<file path="src/rtl/ps2_ascii_decoder.sv">
// ps2_ascii_decoder
// Keyboard front end for the ATM user-input block. Receives PS/2
// device-to-host frames (scan code set 2) from the raw pins, tracks the
// break (F0) and extended (E0) prefixes, and turns each key press into a
// one-cycle ASCII strobe (digits, lowercase letters, Enter, Backspace).
//
// Ports
//   clk          system clock, all logic on its rising edge
//   reset        synchronous active-high reset
//   ps2_clk      raw PS/2 clock pin (asynchronous, idle high)
//   ps2_data     raw PS/2 data pin (asynchronous, idle high)
//   ascii_code   last translated ASCII code, held until the next valid key
//   ascii_valid  one-cycle strobe, ascii_code updated in the same cycle
//   raw_code     last correctly framed byte, prefixes included
//   raw_valid    one-cycle strobe per correctly framed byte
//   frame_error  one-cycle strobe on parity, stop or timeout error
module ps2_ascii_decoder #(
  parameter int TIMEOUT_CYCLES = 200000
) (
  input  logic       clk,
  input  logic       reset,
  input  logic       ps2_clk,
  input  logic       ps2_data,
  output logic [7:0] ascii_code,
  output logic       ascii_valid,
  output logic [7:0] raw_code,
  output logic       raw_valid,
  output logic       frame_error
);

  localparam int CNT_W = $clog2(TIMEOUT_CYCLES + 1);
  localparam logic [CNT_W-1:0] TIMEOUT_LAST = CNT_W'(TIMEOUT_CYCLES - 1);

  typedef enum logic [1:0] {
    IDLE   = 2'd0,
    DATA   = 2'd1,
    PARITY = 2'd2,
    STOP   = 2'd3
  } rxState_e;

  rxState_e         state_q, state_d;
  logic [1:0]       clkSync_q, dataSync_q;
  logic             clkPrev_q;
  logic [2:0]       bitCnt_q, bitCnt_d;
  logic [7:0]       shift_q, shift_d;
  logic             parity_q, parity_d;
  logic [CNT_W-1:0] idleCnt_q, idleCnt_d;
  logic             brk_q, brk_d;
  logic             ext_q, ext_d;
  logic [7:0]       asciiCode_q, asciiCode_d;
  logic             asciiValid_q, asciiValid_d;
  logic [7:0]       rawCode_q, rawCode_d;
  logic             rawValid_q, rawValid_d;
  logic             frameError_q, frameError_d;

  logic             fall;
  logic             dataBit;
  logic [8:0]       xlat;

  // Set 2 make code to ASCII. Bit 8 flags a mapped code. Under the E0
  // prefix only keypad Enter is meaningful; everything else is dropped.
  function automatic logic [8:0] translate(input logic [7:0] code, input logic isExt);
    logic [8:0] r;
    r = 9'h000;
    if (isExt) begin
      if (code == 8'h5A) r = {1'b1, 8'h0D};
    end else begin
      case (code)
        8'h45: r = {1'b1, 8'h30};
        8'h16: r = {1'b1, 8'h31};
        8'h1E: r = {1'b1, 8'h32};
        8'h26: r = {1'b1, 8'h33};
        8'h25: r = {1'b1, 8'h34};
        8'h2E: r = {1'b1, 8'h35};
        8'h36: r = {1'b1, 8'h36};
        8'h3D: r = {1'b1, 8'h37};
        8'h3E: r = {1'b1, 8'h38};
        8'h46: r = {1'b1, 8'h39};
        8'h1C: r = {1'b1, 8'h61};
        8'h32: r = {1'b1, 8'h62};
        8'h21: r = {1'b1, 8'h63};
        8'h23: r = {1'b1, 8'h64};
        8'h24: r = {1'b1, 8'h65};
        8'h2B: r = {1'b1, 8'h66};
        8'h34: r = {1'b1, 8'h67};
        8'h33: r = {1'b1, 8'h68};
        8'h43: r = {1'b1, 8'h69};
        8'h3B: r = {1'b1, 8'h6A};
        8'h42: r = {1'b1, 8'h6B};
        8'h4B: r = {1'b1, 8'h6C};
        8'h3A: r = {1'b1, 8'h6D};
        8'h31: r = {1'b1, 8'h6E};
        8'h44: r = {1'b1, 8'h6F};
        8'h4D: r = {1'b1, 8'h70};
        8'h15: r = {1'b1, 8'h71};
        8'h2D: r = {1'b1, 8'h72};
        8'h1B: r = {1'b1, 8'h73};
        8'h2C: r = {1'b1, 8'h74};
        8'h3C: r = {1'b1, 8'h75};
        8'h2A: r = {1'b1, 8'h76};
        8'h1D: r = {1'b1, 8'h77};
        8'h22: r = {1'b1, 8'h78};
        8'h35: r = {1'b1, 8'h79};
        8'h1A: r = {1'b1, 8'h7A};
        8'h5A: r = {1'b1, 8'h0D};
        8'h66: r = {1'b1, 8'h08};
        default: r = 9'h000;
      endcase
    end
    return r;
  endfunction

  // The pins are asynchronous; the second sync stage and its delayed copy
  // give a clean one-cycle falling-edge pulse on ps2_clk.
  assign fall    = clkPrev_q & ~clkSync_q[1];
  assign dataBit = dataSync_q[1];
  assign xlat    = translate(shift_q, ext_q);

  // Receive FSM next state, idle timeout, prefix tracking and output
  // strobes. Strobes default low so each one lasts a single cycle.
  always_comb begin
    state_d      = state_q;
    bitCnt_d     = bitCnt_q;
    shift_d      = shift_q;
    parity_d     = parity_q;
    idleCnt_d    = idleCnt_q;
    brk_d        = brk_q;
    ext_d        = ext_q;
    asciiCode_d  = asciiCode_q;
    asciiValid_d = 1'b0;
    rawCode_d    = rawCode_q;
    rawValid_d   = 1'b0;
    frameError_d = 1'b0;

    if (state_q == IDLE || fall) begin
      idleCnt_d = '0;
    end else begin
      idleCnt_d = idleCnt_q + 1'b1;
    end

    case (state_q)
      IDLE: begin
        if (fall && !dataBit) begin
          state_d  = DATA;
          bitCnt_d = 3'd0;
        end
      end
      DATA: begin
        if (fall) begin
          shift_d  = {dataBit, shift_q[7:1]};
          bitCnt_d = bitCnt_q + 3'd1;
          if (bitCnt_q == 3'd7) state_d = PARITY;
        end
      end
      PARITY: begin
        if (fall) begin
          parity_d = dataBit;
          state_d  = STOP;
        end
      end
      STOP: begin
        if (fall) begin
          state_d = IDLE;
          if (dataBit && ((^shift_q) ^ parity_q)) begin
            rawCode_d  = shift_q;
            rawValid_d = 1'b1;
            if (shift_q == 8'hF0) begin
              brk_d = 1'b1;
            end else if (shift_q == 8'hE0) begin
              ext_d = 1'b1;
            end else begin
              if (!brk_q && xlat[8]) begin
                asciiCode_d  = xlat[7:0];
                asciiValid_d = 1'b1;
              end
              brk_d = 1'b0;
              ext_d = 1'b0;
            end
          end else begin
            frameError_d = 1'b1;
          end
        end
      end
      default: state_d = IDLE;
    endcase

    // Abandon a stalled frame; the error lands TIMEOUT_CYCLES after the
    // last fall because it is raised on the edge the count reaches the
    // limit. Prefix flags are left alone.
    if (state_q != IDLE && !fall && (idleCnt_q + 1'b1) == TIMEOUT_LAST) begin
      state_d      = IDLE;
      idleCnt_d    = '0;
      frameError_d = 1'b1;
    end
  end

  // All state, including synchronizers, is registered here. Sync flops
  // reset to the idle-high level so no false fall appears after reset.
  always_ff @(posedge clk) begin
    if (reset) begin
      clkSync_q    <= 2'b11;
      dataSync_q   <= 2'b11;
      clkPrev_q    <= 1'b1;
      state_q      <= IDLE;
      bitCnt_q     <= 3'd0;
      shift_q      <= 8'h00;
      parity_q     <= 1'b0;
      idleCnt_q    <= '0;
      brk_q        <= 1'b0;
      ext_q        <= 1'b0;
      asciiCode_q  <= 8'h00;
      asciiValid_q <= 1'b0;
      rawCode_q    <= 8'h00;
      rawValid_q   <= 1'b0;
      frameError_q <= 1'b0;
    end else begin
      clkSync_q    <= {clkSync_q[0], ps2_clk};
      dataSync_q   <= {dataSync_q[0], ps2_data};
      clkPrev_q    <= clkSync_q[1];
      state_q      <= state_d;
      bitCnt_q     <= bitCnt_d;
      shift_q      <= shift_d;
      parity_q     <= parity_d;
      idleCnt_q    <= idleCnt_d;
      brk_q        <= brk_d;
      ext_q        <= ext_d;
      asciiCode_q  <= asciiCode_d;
      asciiValid_q <= asciiValid_d;
      rawCode_q    <= rawCode_d;
      rawValid_q   <= rawValid_d;
      frameError_q <= frameError_d;
    end
  end

  assign ascii_code  = asciiCode_q;
  assign ascii_valid = asciiValid_q;
  assign raw_code    = rawCode_q;
  assign raw_valid   = rawValid_q;
  assign frame_error = frameError_q;

endmodule

</file>
<file path="config.mk">
export PLATFORM = sky130hd
export DESIGN_NAME = ps2_ascii_decoder
export DESIGN_NICKNAME = d
export VERILOG_FILES = /design/src/rtl/ps2_ascii_decoder.sv
export SDC_FILE = /design/constraint.sdc
export NUM_CORES = 1
export LEC_CHECK = 0
export CORE_MARGIN = 2
export CORE_UTILIZATION = 57
export DETAILED_ROUTE_END_ITERATION = 7
export PLACE_DENSITY = 0.79
export SYNTH_ARGS = -nofsm -noshare
export SYNTH_HDL_FRONTEND = slang
export SYNTH_SLANG_ARGS = --single-unit
</file>
<file path="constraint.sdc">
create_clock -name clk -period 3.75 [get_ports clk]
set_input_delay 0.75 -clock clk [delete_from_list [all_inputs] [get_ports clk]]
set_output_delay 0.75 -clock clk [all_outputs]
set_load 0.05 [all_outputs]
</file>
Word level (Yosys, flattened, before mapping):

Memories as Yosys holds them, arrays and structs flattened. A register that Yosys moved wholly into a read port is not among the register bits.
Cells that the tools add are included.
Widths: inputs -> output; s select.

* add/subtract/negate cells: 2
* muxes and demuxes: 23
* reduce and logical (&&, ||, !) cells: 25
* bitwise operators: 8
* eq/ne operators: 14

Operators with widths (number)
* $mux 9: 3
* $add 18x1->18 const B: 1
* $eq 18x18->1 const B: 1
* $eq 8x8->1 const B: 2
* $mux 7: 2
* $mux 2: 5
* $ne 2x2->1 const B: 5
* $mux 1: 9
* $eq 8x7->1 const B: 1
* $pmux 2 s4: 1
* $reduce_and 4->1: 2
* $reduce_xor 8->1: 1
* $mux 3: 2
* $not 1->1: 6
* $pmux 3 s2: 1
* $reduce_and 3->1: 2
* $reduce_and 6->1: 1
* $reduce_or 3->1: 2
* $reduce_or 6->1: 1
* $logic_and 1x1->1: 5
* $reduce_and 5->1: 1
* $eq 2x2->1 const B: 2
* $reduce_and 2->1: 2
* $reduce_bool 2->1: 2
* 10 further kinds: 12

* logic and storage cells: 88
* output and inout bits: 19
* memories kept: 1
* bits of input ports: 4
* memory bits (read-only): 1024
* register bits: 58

Memories
* (name not given): depth 128, bits a word 8, read ports 1, clocked after memory_dff 1, write ports 0, RTL line 68 `case (code)`

Logic depth before layout (Yosys ltp):

Gate-level depths: netlist of the first run.

* word-level depth: 7
* mapped depth: 13
* depth with buffers taken out: 12

Least setup slack after synthesis of the first run:

No wires, ideal clock.

* kind: register to register
* start point: register state_q[1]
* end point: register with a tool-made name
* setup time: 141 ps
* data required time: 3609 ps
* setup slack: 1076 ps
* data arrival time: 2533 ps
* cell stages (with the launch flop): 13
* cells stage by stage: dfxtp_1 inv_1 ha_1 and3b_1 clkbuf_1 mux2i_1 inv_1 ha_1 clkbuf_1 o21ai_0 a21oi_1 o311ai_1 o211ai_1

RTL lines
* start: declaration: RTL line 41 `rxState_e state_q, state_d;`
* start signal: assignment: RTL line 220 `state_q <= state_d;`

Worst setup path after layout of the first run:

* start point: register shift_q[4]
* end point: register asciiCode_q[6] (netlist: ascii_code[6])

* word-level cells in the longest chain between the ends: 5
* elaborated cells on any way between the ends: 12

Ends and longest elaborated chain
* start: declaration: RTL line 45 `logic [7:0] shift_q, shift_d;`
* start signal: assignment: RTL line 222 `shift_q <= shift_d;`
* $eq 8x7->1: RTL line 66 `if (code == 8'h5A) r = {1'b1, 8'h0D};`
* $mux 9: RTL line 66
* $mux 9: RTL line 65 `if (isExt) begin`
* $logic_and 1x1->1: RTL line 172 `if (!brk_q && xlat[8]) begin`
* $reduce_and 6->1 (no source line) (*)
* end signal: assignment: RTL line 227 `asciiCode_q <= asciiCode_d;`
* end: declaration: RTL line 50 `logic [7:0] asciiCode_q, asciiCode_d;`

Every way passes the cells marked *; elsewhere a longest branch is shown, timed or not.
A chain may end at the register's enable or synchronous reset.

==> results of run 1 <==
==> final cells by class <==
| cell class | count | area share |
|---|---|---|
| clock buffer | 10 | 0.0309 |
| clock inverter | 6 | 0.0202 |
| inverter | 23 | 0.0194 |
| multi-input combinational | 380 | 0.551 |
| sequential | 65 | 0.292 |
| tap | 80 | 0.0225 |
| timing repair buffer | 31 | 0.0640 |
==> per-layer routing <==
metal / track usage / vias up / part of all wire
met4: 0.127 / 0 / 0.031
met2: 0.447 / 128 / 0.48
met1: 0.332 / 1716 / 0.44
met3: 0.0521 / 31 / 0.047
li1: - / 1761 / -
met5: 0 / - / 0
==> power by group <==
group          switching (mW)  leakage [nW]  internal (mW)
Clock                   0.292         0.113          0.395
Sequential             0.0131         0.525          0.701
Combinational          0.0952         0.960         0.0485
Total                   0.400          1.60           1.14
==> worst paths after layout <==
kind / startpoint / endpoint / slack, ps
setup / recovery: shift_q[4] / ascii_code[6] / 810
hold / removal: clkSync_q[0] / clkSync_q[1] / 420
setup reg to reg: shift_q[4] / ascii_code[6] / 810
hold reg to reg: clkSync_q[0] / clkSync_q[1] / 420
==> synthesized netlist by cell type, types with 5 or more instances <==
library cell and count:
nor2_1 50, nand2b_1 6, nor2b_1 7, xnor2_1 15
o211ai_1 5, xor2_1 7, nand4_1 5, inv_1 19
nand3_1 21, buf_2 9, nor3_1 13, mux2i_1 12
dfxtp_1 65, nor3_2 9, nand2_1 63, o21ai_0 14
a21oi_1 36, ha_1 26, and3_1 6, clkbuf_1 15
or2_2 5
==> kinds of logic after synthesis <==
logic type	share of synthesized area
xor+xnor	0.0542
simple gates	0.277
buf+inv	0.0548
other cells	0.000944
flops	0.327
fa+ha+maj	0.0819
compound gates	0.164
mux	0.0394
==> metrics.txt, run 1 <==
# placed instances=579; Final Hold Viols=0; Die Area=7660 um^2; Crit path largest cell delay=620 ps; P_leak=1.60 nW; post-place instance area=4230 um^2; initial antenna violation count=0; area leader, netlist=dfxtp_1; io pins=23; Final Skew=12.0 ps; Routed WL per cell=16.5 um; H-tree Lvls=3; Avg Inst Size Synth=8.03 um^2; register area=1300 um^2; layout cells sized above 1=0.101; Core ar.=6760 um^2; Top delay family on crit path=simple AND/OR/NAND/NOR gates; Row Count=30; clock latency on the worst-skew pair=350 ps; sequential cell area fraction in the yosys report=0.327; Slew Limit Fails=0; setup bufs post-CTS=0; hpwl dp=7120 um; hold depth=1; WP data arrival=3220 ps; footprint of the multi-input gates=2450 um^2; Final Hold Slack=416 ps; dpl ws=636 ps; final WL=9840 um; Post-CTS Hold Fix Bufs=0; MaxCap Viol Count=0; Ys Warns=0; routed vias/inst=6.11; Final Power=1.54 mW; global-route wire length before repair=16100 um; die height=87.5 um; final setup margin=813 ps; Final Non-Filler Cells=595; ant diodes=0; post-synth top area share=0.327; Stages on worst setup path=9; CP Class=reg2reg; setup violators final=0; Post-Synthesis Net Count=525; initial drt markers=271; CP Max Fanout=21; setup_tns=0 ps; FMAX=341 MHz; Buf/Inv on CP=2; CTS clock-pin slew for the worst setup and hold paths=80 ps; Die X=87.5 um; largest net degree at the start of global routing=26; Overflow after GRT=0; CP max stage cell=or4b_4; Synth area leaders=dfxtp_1, ha_1, nand2_1, nor2_1, a21oi_1; Routed Antenna Nets=0; Slew HR=0.522; DR DRC count=0; Clock Sink Count=65; design area=4460 um^2; Pre-antenna DRT Iters=5; commonest non-fill, non-tap cells in the layout=dfxtp_1, nand2_1, nor2_1; via count of the routed design=3636; cells after synthesis=495; Final period util=0.783; # resized after CTS=0; TritonCTS buffer count=9; flops & latches, synth=65; input/output buffers=21; Top FF cell, synth=dfxtp_1; status=complete, no violations; Worst R2R Path Depth=9; mapped cell area=3970 um^2; Starting Density=0.588; vias in the first global route=3384; filler cell count=584; Max Buffers Root-to-Sink=2; Worst IR Drop VDD=0.216 mV; synth-to-layout area growth=12.1%; Yosys cell types=64; Post-synth EDFFs=0; commonest non-fill, non-tap cell in the layout=dfxtp_1; clock root buffer=clkbuf_8; NumNets Final=540; CP endpoint kind=flip-flop; Post-synth ARST share=0; min Tclk post-route=2940 ps; utilization after layout=0.659; PD cells=347 nW/um^2; Global Route Usage Sum=0.269; startpoint type of the worst setup path=flip-flop; placer congestion estimate=0.999; CTS tree=done; critical path cell sequence=inv_1 > ha_1 > xnor3_1 > xnor2_1 > nand4_1 > buf_4 > or4b_4 > or2_0 > a21oi_1; Worst Hold Class=reg2reg; RSZ-0062 raised after global routing=no; actual slew at the worst max-slew pin=707 ps; WP data required=4030 ps
Note: power is estimated with default switching activity, not from simulation.
==> run 2: changes to the inputs <==
--- a/config.mk
+++ b/config.mk
@@ -6,9 +6,9 @@
 export NUM_CORES = 1
 export LEC_CHECK = 0
 export CORE_MARGIN = 2
-export CORE_UTILIZATION = 57
+export CORE_UTILIZATION = 54
 export DETAILED_ROUTE_END_ITERATION = 7
-export PLACE_DENSITY = 0.79
+export PLACE_DENSITY = 0.78
 export SYNTH_ARGS = -nofsm -noshare
 export SYNTH_HDL_FRONTEND = slang
 export SYNTH_SLANG_ARGS = --single-unit
==> constraint.sdc (replaced) <==
create_clock -name clk -period 2.5 [get_ports clk]
set_input_delay 0.5 -clock clk [delete_from_list [all_inputs] [get_ports clk]]
set_output_delay 0.5 -clock clk [all_outputs]
set_load 0.05 [all_outputs]
==> metrics.txt, run 2 (same netlist as run 1, synthesis figures left out) <==
Overflow after GRT=0; input/output buffers=21; Worst Hold Class=reg2reg; clock latency on the worst-skew pair=340 ps; Post-CTS Hold Fix Bufs=0; global-route wire length before repair=17700 um; post-place instance area=4690 um^2; hpwl dp=7910 um; Final Skew=10.6 ps; Slew HR=0.651; placer congestion estimate=0.988; commonest non-fill, non-tap cell in the layout=buf_4; Net Sw Power=0.602 mW; setup violators final=3; Final period util=1.02; Routed Antenna Nets=0; Global Route Usage Sum=0.269; via count of the routed design=3932; internal power=1.54 mW; setup_tns=-93.7 ps; commonest non-fill, non-tap cells in the layout=buf_4, dfxtp_1, nand2_1; failing checks=setup timing; die height=89.8 um; NumNets Final=600; RSZ-0062 raised after global routing=yes; DR DRC count=0; WP data required=2730 ps; CTS tree=done; CP Max Fanout=8; design area=5010 um^2; reg2reg setup slack=-40 ps; vias in the first global route=3652; Clock Sink Count=65; final setup margin=-39.8 ps; io pins=23; ant diodes=0; P_leak=1.89 nW; Worst IR Drop VDD=0.322 mV; PD cells=427 nW/um^2; Die Area=8060 um^2; clock root buffer=clkbuf_8; Pre-antenna DRT Iters=5; actual slew at the worst max-slew pin=522 ps; final WL=11200 um; status=complete, but fails checks; Final Hold Viols=0; Die X=89.8 um; layout cells sized above 1=0.228; Max Buffers Root-to-Sink=2; min Tclk post-route=2540 ps; CP Class=reg2reg; Combinational Power Share=0.120; Routed WL per cell=16.6 um; TritonCTS buffer count=9; initial antenna violation count=0; WP data arrival=2770 ps; synth-to-layout area growth=26.1%; Clock Power Share=0.379; Starting Density=0.554; FMAX=394 MHz; Slew Limit Fails=0; H-tree Lvls=3; Core ar.=7180 um^2; Seq pwr share=0.501; initial drt markers=326; switching share of power=0.282; Row Count=31; largest net degree at the start of global routing=24; startpoint type of the worst setup path=flip-flop; CTS clock-pin slew for the worst setup and hold paths=80 ps; routed vias/inst=5.83; MaxCap Viol Count=0; CP endpoint kind=flip-flop
## run 2: metrics by stage
step	util	power [mW]	hold WS, ps	setup slack (ps)	cells
after CTS	0.678	2.13	416	-2.93	669
after detailed placement	0.654	1.34	398	-219	653
final	0.698	2.14	413	-39.8	674
after global placement	0.654	1.33	392	-156	653
after floorplan	-	1.25	389	43.5	495
after global routing	0.698	2.21	439	-128	674
## run 2: layout make-up
| cell class | count | area [um^2] |
|---|---|---|
| inverters | 23 | 93.8 |
| repair buffers | 91 | 759 |
| fillers | 556 | 2160 |
| flip-flops and latches | 65 | 1300 |
| multi-input cells | 380 | 2560 |
| well taps | 99 | 124 |
| clock buffers | 12 | 145 |
| clock inverters | 4 | 28.8 |
## run 2: worst max-delay path, stage by stage (launching register included)
cell and delay, ps:
dfxtp_2 360, inv_4 50, ha_4 260, xnor3_1 350, xnor2_2 220, nand4_1 150, or4b_4 660, buf_6 180
a31o_1 200
## run 2: power groups by stage
stage / Sequential [mW] / Clock [mW] / Combinational [mW]
2_1_floorplan: 1.09 / 0 / 0.162
3_3_place_gp: 1.09 / 0 / 0.233
3_5_place_dp: 1.10 / 0 / 0.240
4_1_cts: 1.07 / 0.812 / 0.245
5_1_grt: 1.07 / 0.859 / 0.278
6_report: 1.07 / 0.811 / 0.257
## run 2: path summary, 6_finish.rpt
check,startpoint,to,cells past startpoint
worst max-delay path,shift_q[1],ascii_code[2],8
worst min-delay path,dataSync_q[0],dataSync_q[1],1
worst max register to register,shift_q[1],ascii_code[2],8
worst min register to register,dataSync_q[0],dataSync_q[1],1
## run 2: metal layers
layer / global-route usage / vias up / wire [um]
met4: 0.0885 / 0 / 316
met5: 0 / - / 0
li1: - / 1880 / -
met1: 0.367 / 1834 / 4870
met2: 0.434 / 183 / 5230
met3: 0.0453 / 35 / 790
## run 2: timing repair
item / in CTS / in global routing
gates resized for setup: 1 / 30
setup buffers: 0 / 5
endpoints found under the setup margin: 3 / 14
pin swaps: 0 / 14
gates cloned: 0 / 0
==> run 3: changes to the inputs <==
--- a/config.mk
+++ b/config.mk
@@ -9,6 +9,7 @@
 export CORE_UTILIZATION = 54
 export DETAILED_ROUTE_END_ITERATION = 7
 export PLACE_DENSITY = 0.78
+export SKIP_LAST_GASP = 1
 export SYNTH_ARGS = -nofsm -noshare
 export SYNTH_HDL_FRONTEND = slang
 export SYNTH_SLANG_ARGS = --single-unit
==> constraint.sdc (replaced) <==
create_clock -name clk -period 2.5 [get_ports clk]
set_input_delay 0.5 -clock clk [delete_from_list [all_inputs] [get_ports clk]]
set_output_delay 0.5 -clock clk [all_outputs]
set_load 0.02 [all_outputs]
==> results of run 3 <==
The final DEF is identical to that of run 2. Status: complete, but fails checks: setup timing.
